### src/rtl/mul_pkg.sv
// Shared encodings and constants for the RV32M multiply sequencer.
// The fixed four-pass shift order and the accept-to-done latencies are defined here.
package mul_pkg;

    typedef enum logic [1:0] {
        OP_MUL    = 2'b00,
        OP_MULH   = 2'b01,
        OP_MULHSU = 2'b10,
        OP_MULHU  = 2'b11
    } mul_op_e;

    localparam logic [1:0] SFT_P0 = 2'b00;
    localparam logic [1:0] SFT_P1 = 2'b01;
    localparam logic [1:0] SFT_P2 = 2'b11;
    localparam logic [1:0] SFT_P3 = 2'b10;

    localparam int MUL_LAT_FULL = 9;
    localparam int MUL_LAT_FUSE = 2;

    // One-hot bit positions, so single outputs can tap a state flop directly.
    localparam int S_IDLE   = 0;
    localparam int S_CLR    = 1;
    localparam int S_LOAD   = 2;
    localparam int S_P0     = 3;
    localparam int S_P1     = 4;
    localparam int S_P2     = 5;
    localparam int S_P3     = 6;
    localparam int S_DR0    = 7;
    localparam int S_DR1    = 8;
    localparam int S_DONE   = 9;
    localparam int S_REUSE  = 10;
    localparam int N_STATES = 11;

    typedef enum logic [N_STATES-1:0] {
        IDLE  = N_STATES'(1) << S_IDLE,
        CLR   = N_STATES'(1) << S_CLR,
        LOAD  = N_STATES'(1) << S_LOAD,
        P0    = N_STATES'(1) << S_P0,
        P1    = N_STATES'(1) << S_P1,
        P2    = N_STATES'(1) << S_P2,
        P3    = N_STATES'(1) << S_P3,
        DR0   = N_STATES'(1) << S_DR0,
        DR1   = N_STATES'(1) << S_DR1,
        DONE  = N_STATES'(1) << S_DONE,
        REUSE = N_STATES'(1) << S_REUSE
    } state_e;

    function automatic logic op_upper(input mul_op_e op);
        return op != OP_MUL;
    endfunction

    function automatic logic op_signed_a(input mul_op_e op);
        return (op == OP_MULH) || (op == OP_MULHSU);
    endfunction

    function automatic logic op_signed_b(input mul_op_e op);
        return op == OP_MULH;
    endfunction

endpackage

### src/rtl/multiplier_ctrl_if.sv
// Request/response handshake between the core (master) and the multiply controller (slave).
interface multiplier_ctrl_if;
    import mul_pkg::*;

    logic        start_i;
    logic        ready_o;
    mul_op_e     op_i;
    logic [31:0] op_A_i;
    logic [31:0] op_B_i;
    logic        done_o;

    modport master (output start_i, op_i, op_A_i, op_B_i, input ready_o, done_o);
    modport slave  (input start_i, op_i, op_A_i, op_B_i, output ready_o, done_o);

endinterface

### src/rtl/mul_fuse_cache.sv
// Operand store for fusion: remembers the last fully computed A/B and signedness,
// and flags a request whose partial products already sit in the datapath.
module mul_fuse_cache
    import mul_pkg::*;
(
    input  logic        clk_i,
    input  logic        rst_i,
    input  logic        load,
    input  logic [31:0] op_a,
    input  logic [31:0] op_b,
    input  logic        load_sa,
    input  logic        load_sb,
    input  mul_op_e     req_op,
    output logic        hit
);

    logic [31:0] last_a;
    logic [31:0] last_b;
    logic        last_sa;
    logic        last_sb;
    logic        valid;

    always_ff @(posedge clk_i or posedge rst_i) begin
        if (rst_i) begin
            last_a  <= '0;
            last_b  <= '0;
            last_sa <= 1'b0;
            last_sb <= 1'b0;
            valid   <= 1'b0;
        end else if (load) begin
            last_a  <= op_a;
            last_b  <= op_b;
            last_sa <= load_sa;
            last_sb <= load_sb;
            valid   <= 1'b1;
        end
    end

    // MUL returns the low word, which is the same whatever signedness built the product.
    assign hit = valid && (op_a == last_a) && (op_b == last_b) &&
                 ((req_op == OP_MUL) ||
                  ({op_signed_a(req_op), op_signed_b(req_op)} == {last_sa, last_sb}));

endmodule

### src/rtl/multiplier_ctrl.sv
// Moore sequencer for the 4-lane byte-sliced multiplier datapath.
// Define MUL_FUSE_EN to enable operand-reuse fusion (2-cycle path on a repeated operand pair).
module multiplier_ctrl
    import mul_pkg::*;
(
    input  logic                    clk_i,
    input  logic                    rst_i,
    multiplier_ctrl_if.slave        bus,
    output logic                    dp_rst_o,
    output logic                    upper_o,
    output logic                    reg_A_en_o,
    output logic                    reg_B_en_o,
    output logic                    AC_en_o,
    output logic                    en_pipe_o,
    output logic                    mux_B_sel_o,
    output logic                    rol_en_o,
    output logic                    signed_A_o,
    output logic                    signed_B_o,
    output logic [1:0]              shift_amount_o
);

    state_e  state_q;
    state_e  state_d;
    mul_op_e op_q;
    logic    accept;
    logic    hit;

    assign bus.ready_o = state_q[S_IDLE] | state_q[S_DONE];
    assign accept      = bus.start_i && bus.ready_o;
    assign dp_rst_o    = state_q[S_CLR];

`ifdef MUL_FUSE_EN
    mul_fuse_cache u_fuse_cache (
        .clk_i   (clk_i),
        .rst_i   (rst_i),
        .load    (state_q[S_LOAD]),
        .op_a    (bus.op_A_i),
        .op_b    (bus.op_B_i),
        .load_sa (op_signed_a(op_q)),
        .load_sb (op_signed_b(op_q)),
        .req_op  (bus.op_i),
        .hit     (hit)
    );
`else
    logic unused_operands;
    assign unused_operands = ^{bus.op_A_i, bus.op_B_i};
    assign hit             = 1'b0;
`endif

    // NOTE: sequential state uses non-blocking assignments so all flops update together.
    always_ff @(posedge clk_i or posedge rst_i) begin
        if (rst_i) begin
            state_q <= IDLE;
            op_q    <= OP_MUL;
        end else begin
            state_q <= state_d;
            if (accept) op_q <= bus.op_i;
        end
    end

    always_comb begin
        // NOTE: every output gets a default first so no path can infer a latch.
        state_d        = state_q;
        bus.done_o     = 1'b0;
        reg_A_en_o     = 1'b0;
        reg_B_en_o     = 1'b0;
        AC_en_o        = 1'b0;
        en_pipe_o      = 1'b0;
        mux_B_sel_o    = 1'b0;
        rol_en_o       = 1'b0;
        shift_amount_o = SFT_P0;
        upper_o        = !state_q[S_IDLE] && op_upper(op_q);
        signed_A_o     = !state_q[S_IDLE] && op_signed_a(op_q);
        signed_B_o     = !state_q[S_IDLE] && op_signed_b(op_q);

        unique case (state_q)
            IDLE: begin
                if (accept) state_d = hit ? REUSE : CLR;
            end
            CLR:  state_d = LOAD;
            LOAD: begin
                reg_A_en_o = 1'b1;
                reg_B_en_o = 1'b1;
                state_d    = P0;
            end
            P0, P1, P2, P3: begin
                reg_B_en_o  = 1'b1;
                mux_B_sel_o = 1'b1;
                rol_en_o    = 1'b1;
                en_pipe_o   = 1'b1;
                // Accumulate lags its pass by one stage to meet the datapath result register.
                AC_en_o     = !state_q[S_P0];
                if (state_q[S_P0]) begin
                    shift_amount_o = SFT_P0;
                    state_d        = P1;
                end else if (state_q[S_P1]) begin
                    shift_amount_o = SFT_P1;
                    state_d        = P2;
                end else if (state_q[S_P2]) begin
                    shift_amount_o = SFT_P2;
                    state_d        = P3;
                end else begin
                    shift_amount_o = SFT_P3;
                    state_d        = DR0;
                end
            end
            DR0: begin
                en_pipe_o = 1'b1;
                AC_en_o   = 1'b1;
                state_d   = DR1;
            end
            DR1: begin
                // Pushes a zero AC-enable into the pipe so the accumulator stops.
                en_pipe_o = 1'b1;
                state_d   = DONE;
            end
            DONE: begin
                bus.done_o = 1'b1;
                if (accept) state_d = hit ? REUSE : CLR;
                else        state_d = IDLE;
            end
            REUSE: begin
                reg_A_en_o = 1'b1;
                state_d    = DONE;
            end
            default: state_d = IDLE;
        endcase
    end

endmodule

### src/flat_wrapper.sv
// flat-port wrapper written by rule: the top's interface ports become plain ports
module multiplier_ctrl_flat import mul_pkg::*;
  (clk_i, rst_i, dp_rst_o, upper_o, reg_A_en_o, reg_B_en_o, AC_en_o, en_pipe_o, mux_B_sel_o, rol_en_o, signed_A_o, signed_B_o, shift_amount_o, bus_start_i, bus_op_i, bus_op_A_i, bus_op_B_i, bus_ready_o, bus_done_o);
  multiplier_ctrl_if bus_i ();
  input  logic clk_i;
  input  logic rst_i;
  output logic dp_rst_o;
  output logic upper_o;
  output logic reg_A_en_o;
  output logic reg_B_en_o;
  output logic AC_en_o;
  output logic en_pipe_o;
  output logic mux_B_sel_o;
  output logic rol_en_o;
  output logic signed_A_o;
  output logic signed_B_o;
  output logic [1:0] shift_amount_o;
  input wire logic [$bits(bus_i.start_i)-1:0] bus_start_i;
  input wire logic [$bits(bus_i.op_i)-1:0] bus_op_i;
  input wire logic [$bits(bus_i.op_A_i)-1:0] bus_op_A_i;
  input wire logic [$bits(bus_i.op_B_i)-1:0] bus_op_B_i;
  output wire logic [$bits(bus_i.ready_o)-1:0] bus_ready_o;
  output wire logic [$bits(bus_i.done_o)-1:0] bus_done_o;
  assign bus_i.start_i = bus_start_i;
  assign bus_i.op_i = bus_op_i;
  assign bus_i.op_A_i = bus_op_A_i;
  assign bus_i.op_B_i = bus_op_B_i;
  assign bus_ready_o = bus_i.ready_o;
  assign bus_done_o = bus_i.done_o;
  multiplier_ctrl u_core (.clk_i(clk_i), .rst_i(rst_i), .bus(bus_i), .dp_rst_o(dp_rst_o), .upper_o(upper_o), .reg_A_en_o(reg_A_en_o), .reg_B_en_o(reg_B_en_o), .AC_en_o(AC_en_o), .en_pipe_o(en_pipe_o), .mux_B_sel_o(mux_B_sel_o), .rol_en_o(rol_en_o), .signed_A_o(signed_A_o), .signed_B_o(signed_B_o), .shift_amount_o(shift_amount_o));
endmodule
### config.mk
export PLATFORM = sky130hd
export DESIGN_NAME = multiplier_ctrl_flat
export DESIGN_NICKNAME = d
export VERILOG_FILES = /design/src/rtl/mul_pkg.sv /design/src/rtl/multiplier_ctrl_if.sv /design/src/rtl/mul_fuse_cache.sv /design/src/rtl/multiplier_ctrl.sv /design/src/flat_wrapper.sv
export SDC_FILE = /design/constraint.sdc
export NUM_CORES = 1
export LEC_CHECK = 0
export ABC_CLOCK_PERIOD_IN_PS = 1900
export BUFFER_PORTS_ARGS = -buffer_cell sky130_fd_sc_hd__buf_2
export CAP_MARGIN = 20
export CORE_AREA = 2 2 54 56
export CTS_BUF_LIST = sky130_fd_sc_hd__clkbuf_8 sky130_fd_sc_hd__clkbuf_16
export DETAILED_ROUTE_END_ITERATION = 12
export DIE_AREA = 0 0 56 58
export PLACE_DENSITY = 0.7
export SLEW_MARGIN = 20
export SYNTH_ARGS = -nofsm -noshare
export SYNTH_HDL_FRONTEND = slang
export SYNTH_HIERARCHICAL = 1
export SYNTH_SLANG_ARGS = --single-unit
### constraint.sdc
create_clock -name clk_i -period 1.9 [get_ports clk_i]
set_input_delay 0.285 -clock clk_i [delete_from_list [all_inputs] [get_ports clk_i]]
set_output_delay 0.285 -clock clk_i [all_outputs]
set_load 0.005 [all_outputs]
; Yosys cells after proc, flatten, opt, wreduce, memory -nomap -nowiden
; Cells that the tools add are included.
[totals]
ff_bits = 13
latch_bits = 0
ramBits = 0
romBits = 0
input_bits = 69
word_cells = 46
mem_count = 0
[op_classes]
add_sub_neg = 0
mul = 0
div = 0
order_cmp = 0
eq_ne = 14
shift = 0
n_mux = 16
bitwise = 1
n_reduce_logical = 13
[ops]
columns = op, count
row1 = $pmux 11 s7, 1
row2 = $mux 11, 3
row3 = $eq 11x1->1 const B, 1
row4 = $eq 11x10->1 const B, 1
row5 = $eq 11x11->1 const B, 1
row6 = $eq 11x2->1 const B, 1
row7 = $eq 11x3->1 const B, 1
row8 = $eq 11x4->1 const B, 1
row9 = $eq 11x5->1 const B, 1
row10 = $eq 11x6->1 const B, 1
row11 = $eq 11x7->1 const B, 1
row12 = $eq 11x8->1 const B, 1
row13 = $eq 11x9->1 const B, 1
row14 = $mux 2, 4
row15 = $mux 8, 1
row16 = $mux 1, 6
row17 = $reduce_or 6->1, 1
row18 = $reduce_or 5->1, 1
row19 = $logic_and 1x1->1, 4
row20 = $reduce_or 2->1, 2
row21 = $reduce_or 4->1, 1
row22 = $eq 2x1->1 const B, 1
row23 = $eq 2x2->1 const B, 1
row24 = $logic_not 1->1, 2
row25 = 5 further kinds, 5

; Logic depth before layout (Yosys ltp)
[logic_depth]
depth_word = 4
ltp_mapped = 7
mapped_depth_nobuf = 5

; Worst setup path before layout
; No wires, ideal clock.
[synth_path]
kind = reg-to-output
from = register u_core.state_q[4]
to = output rol_en_o
t_arrival_ps = 1332
t_required_ps = 1615
setup_slack_ps = 283
stages_incl_launch_ff = 7
path_buffers = 2
path_cell_list = dfrtp_1 -> buf_6 -> nor3_4 -> nand4_1 -> or2_1 -> nand2_1 -> buf_4
[synth_between]
elab_chain_len = 3
elab_cells_between_ends = 6
[synth_rtl]
columns = element, line
row1 = "start, declared", multiplier_ctrl.sv:22  ; state_e state_q;
row2 = "start signal, assigned", multiplier_ctrl.sv:56  ; state_q <= state_d;
row3 = "$eq 11x4->1, or another cell as far along", n/a
row4 = $reduce_or 4->1 *, n/a
row5 = $mux 1 *, n/a
row6 = "end, declared", flat_wrapper.sv:14  ; output logic rol_en_o;
; Mark *: on every way between the ends. The rest lies on a longest branch, timed or not.

; Worst setup path in the final report
[layout_path]
from = register u_core.state_q[2]
to = output shift_amount_o[0]
[layout_between]
elab_chain_len = 3
elab_cells_between_ends = 6
[layout_rtl]
columns = element, line
row1 = "$eq 11x4->1, or another cell as far along", multiplier_ctrl.sv:76  ; unique case (state_q)
row2 = $reduce_or 4->1 *, multiplier_ctrl.sv:76
row3 = $mux 2 *, multiplier_ctrl.sv:76
row4 = "end, declared", flat_wrapper.sv:17  ; output logic [1:0] shift_amount_o;
; Marks and branches as above.

==> impl_metrics.toml <==
[floorplanning]
coreArea_um2 = 2660
die_h_um = 58
dieArea_um2 = 3250
ioPinCount = 83
fp.dieW_um = 56
rows = 19
start_util = 0.285

[worst_setup_path]
r2r_start = "u_core/state_q[2]"
cp_max_fo = 7
regToRegEndpoint = "u_core/state_q[6]"
critPathLaunch = "u_core/state_q[2]"
slowest_stage = "dfrtp_1"
cp.arrival_ns = 1.56
startpoint_type = "register"
crit_chain = "or2_4, nor3_4, o2111ai_4, nor2_1, buf_2"
max_stage_delay_ns = 0.40
ff2ff_setup_slack_ns = 0.29
cp_top_family = "simple AND/OR/NAND/NOR gates"
path_buf_inv = 1
worstPathRequired_ns = 1.62
critPathCaptureType = "output port"
r2r_cells = 6
critical_path_class = "reg -> out"

[run_status]
status = "finished, final reports clean"

[pwr]
comb_power_share = 0.448
power_mw = 1.19
clkPwrFrac = 0.229
cellPowerDensity_nw_per_um2 = 1190
switching_share = 0.351
intPower_mw = 0.775
p_seq_frac = 0.323
p_sw_mw = 0.419
leakage_nw = 0.509
ir_drop_mv = 0.752

[timing]
timing.setup.tns_ns = 0
hold_viol = 0
relSlewSlack = 0.686
slew_violations = 0
setup_ws_ns = 0.0579
fin_skew_ns = 0.00226
setup-violations-final = 0
timing.fmax_ghz = 0.543
finalCritPeriodShare = 0.970
rsz0062_at_grt = "true"
tightest_slew_ns = 0.470
fin_crit_ns = 1.84

[clock_network]
cts_root_buf = "clkbuf_8"
cts_buffer_depth = 2
cts.clk_slew.worst_paths_ns = 0.05
clk-insertion-delay-late_ns = 0.24
hold_buffers = 0
cts_made_buffers = 3
h-tree-depth = 1
clock_sinks = 12
cts_tree = "built"

[synth]
synth_flop_cell = "dfrtp_1"
synth_xor_area_frac = 0.0461
synth_fp_nets = 148
ys_ff_latch = 12
synth-edff-count = 0
syn_area_per_cell_um2 = 9.86
synth_top_family_by_area = "simple AND/OR/NAND/NOR gates"
syn_area_um2 = 759
synthTopCellsByArea = "dfrtp_1 (36%), nor2_1 (4.4%), nor3_4 (4.3%), dfstp_2 (3.5%), inv_1 (3.5%)"
synth_most_common_cell = "dfrtp_1"
synth_compound_area_frac = 0.117
yosys_warnings = 6
async_flop_share = 1.00
yosys.area_share.simple = 0.298
synthAdderAreaFrac = 0.0329
synth_common_cells = "dfrtp_1 (11), nor2_1 (9), inv_1 (7), nand2_1 (4)"
synthCells = 77
synth_top_area_cell = "dfrtp_1"
ys_seq_area_frac = 0.397
synth_mux_area_frac = 0.0297
synth.top_cell.area_share = 0.362
yosysUniqueCellTypes = 34

[final_layout]
final_nets = 179
multi_input_area_um2 = 405
area_growth_pct = 32.6
drive_above_1_share = 0.439
fill_cells = 273
diodes = 0
seqCellArea_um2 = 305
final_cells = 138

[global_route]
antenna_found_initial = 0
grt_max_degree = 13
grt_pass1_wl_mm = 2.70
grt_usage = 0.107
overflow = 0
first_global_vias = 609

[routing]
wl_per_cell_um = 12.1
met3_length_um = 82
drt_iter0_drc = 6
ant_nets = 0
wl_met1_um = 781
first_pass_iters = 4
wl_mm = 1.67
dr_total_vias = 655
drc = 0
via_per_inst = 4.75
top_layer = "met4"
wl_met2_um = 799

[place]
placedCellCount = 126
numPortBuffers = 18
hpwl_mm = 1.22
pre_cts_slack_ns = 0.183
globalplace.congestion = 0.733

[job]
maxCapViolCount = 0

[min_path]
hold_path_class = "in -> async"
[layout by cell type (no fill, tap or decap), types with 2 or more instances in the layout]
cell type and n:
buf_2 18, nor4_1 3, clkbuf_8 4, nand3_1 2
mux2_2 2, o21ai_0 2, and2_1 2, nor2b_1 2
nand2b_1 3, xor2_1 2, dfrtp_2 3, dfrtp_1 8
ha_1 2, nor2_1 9, inv_1 7, xnor2_1 2
nand2_1 4, nor3_4 2, buf_4 11
[state kept, by name (all words and copies together), names as in the netlist]
| register | cells |
|---|---|
| u_core/state_q | 10 |
| u_core/op_q | 2 |
[through the flow]
stage	utilization	area (um2)	hold slack, ns
finish	0.378	1010	0.0519
CTS	0.361	962	0.0762
detailed placement	0.331	881	0.330
global route	0.378	1010	0.101
global placement	0.331	881	0.311
floorplan	-	759	0.149
[layer usage]
| metal | up-vias | track usage |
|---|---|---|
| li1 | 322 | - |
| met1 | 312 | 0.132 |
| met2 | 19 | 0.185 |
| met3 | 2 | 0.0223 |
| met4 | 0 | 0.0408 |
| met5 | - | 0 |
[worst max-delay path by stage]
stage	to	slack, ns	cells after the start
2_1_floorplan	rol_en_o	0.28	6
3_3_place_gp	AC_en_o	0.19	5
3_5_place_dp	rol_en_o	0.18	6
4_1_cts	shift_amount_o[1]	-0.02	5
5_1_grt	shift_amount_o[0]	-0.07	5
6_report	shift_amount_o[0]	0.06	5
[cell type report]
type                    instances  share of cell area
multi-input cells              54               0.402
flip-flops and latches         12               0.303
repair buffers                 29               0.171
clock buffers                   4              0.0547
well taps                      31              0.0385
inverters                       8              0.0298
[worst reg2reg max path: stages, from the launching register on]
cell	delay, ns
dfrtp_1	0.40
or2_4	0.26
nor3_4	0.21
o2111ai_4	0.20
buf_4	0.18
buf_4	0.13
nor3b_2	0.16
[cells by family after synthesis]
group / after synthesis
simple gates: 37
buf+inv: 11
flops: 12
fa+ha+maj: 2
xor+xnor: 4
compound gates: 9
mux: 2
[timing repair]
item                       4_1_cts  5_1_grt
pin swaps                        6        6
gates resized for setup          2        4
setup buffers                    3        5
setup endpoints to repair        7        8
gates cloned                     0        0
[power by group through the flow]
stage | sequential (mW) | combinational, mW | clock (mW)
after CTS | 0.401 | 0.491 | 0.283
final | 0.385 | 0.535 | 0.273
after global placement | 0.398 | 0.445 | 0
after floorplan | 0.362 | 0.376 | 0
after detailed placement | 0.406 | 0.465 | 0
after global routing | 0.393 | 0.599 | 0.299
Note: power is estimated with default switching activity, not from simulation.
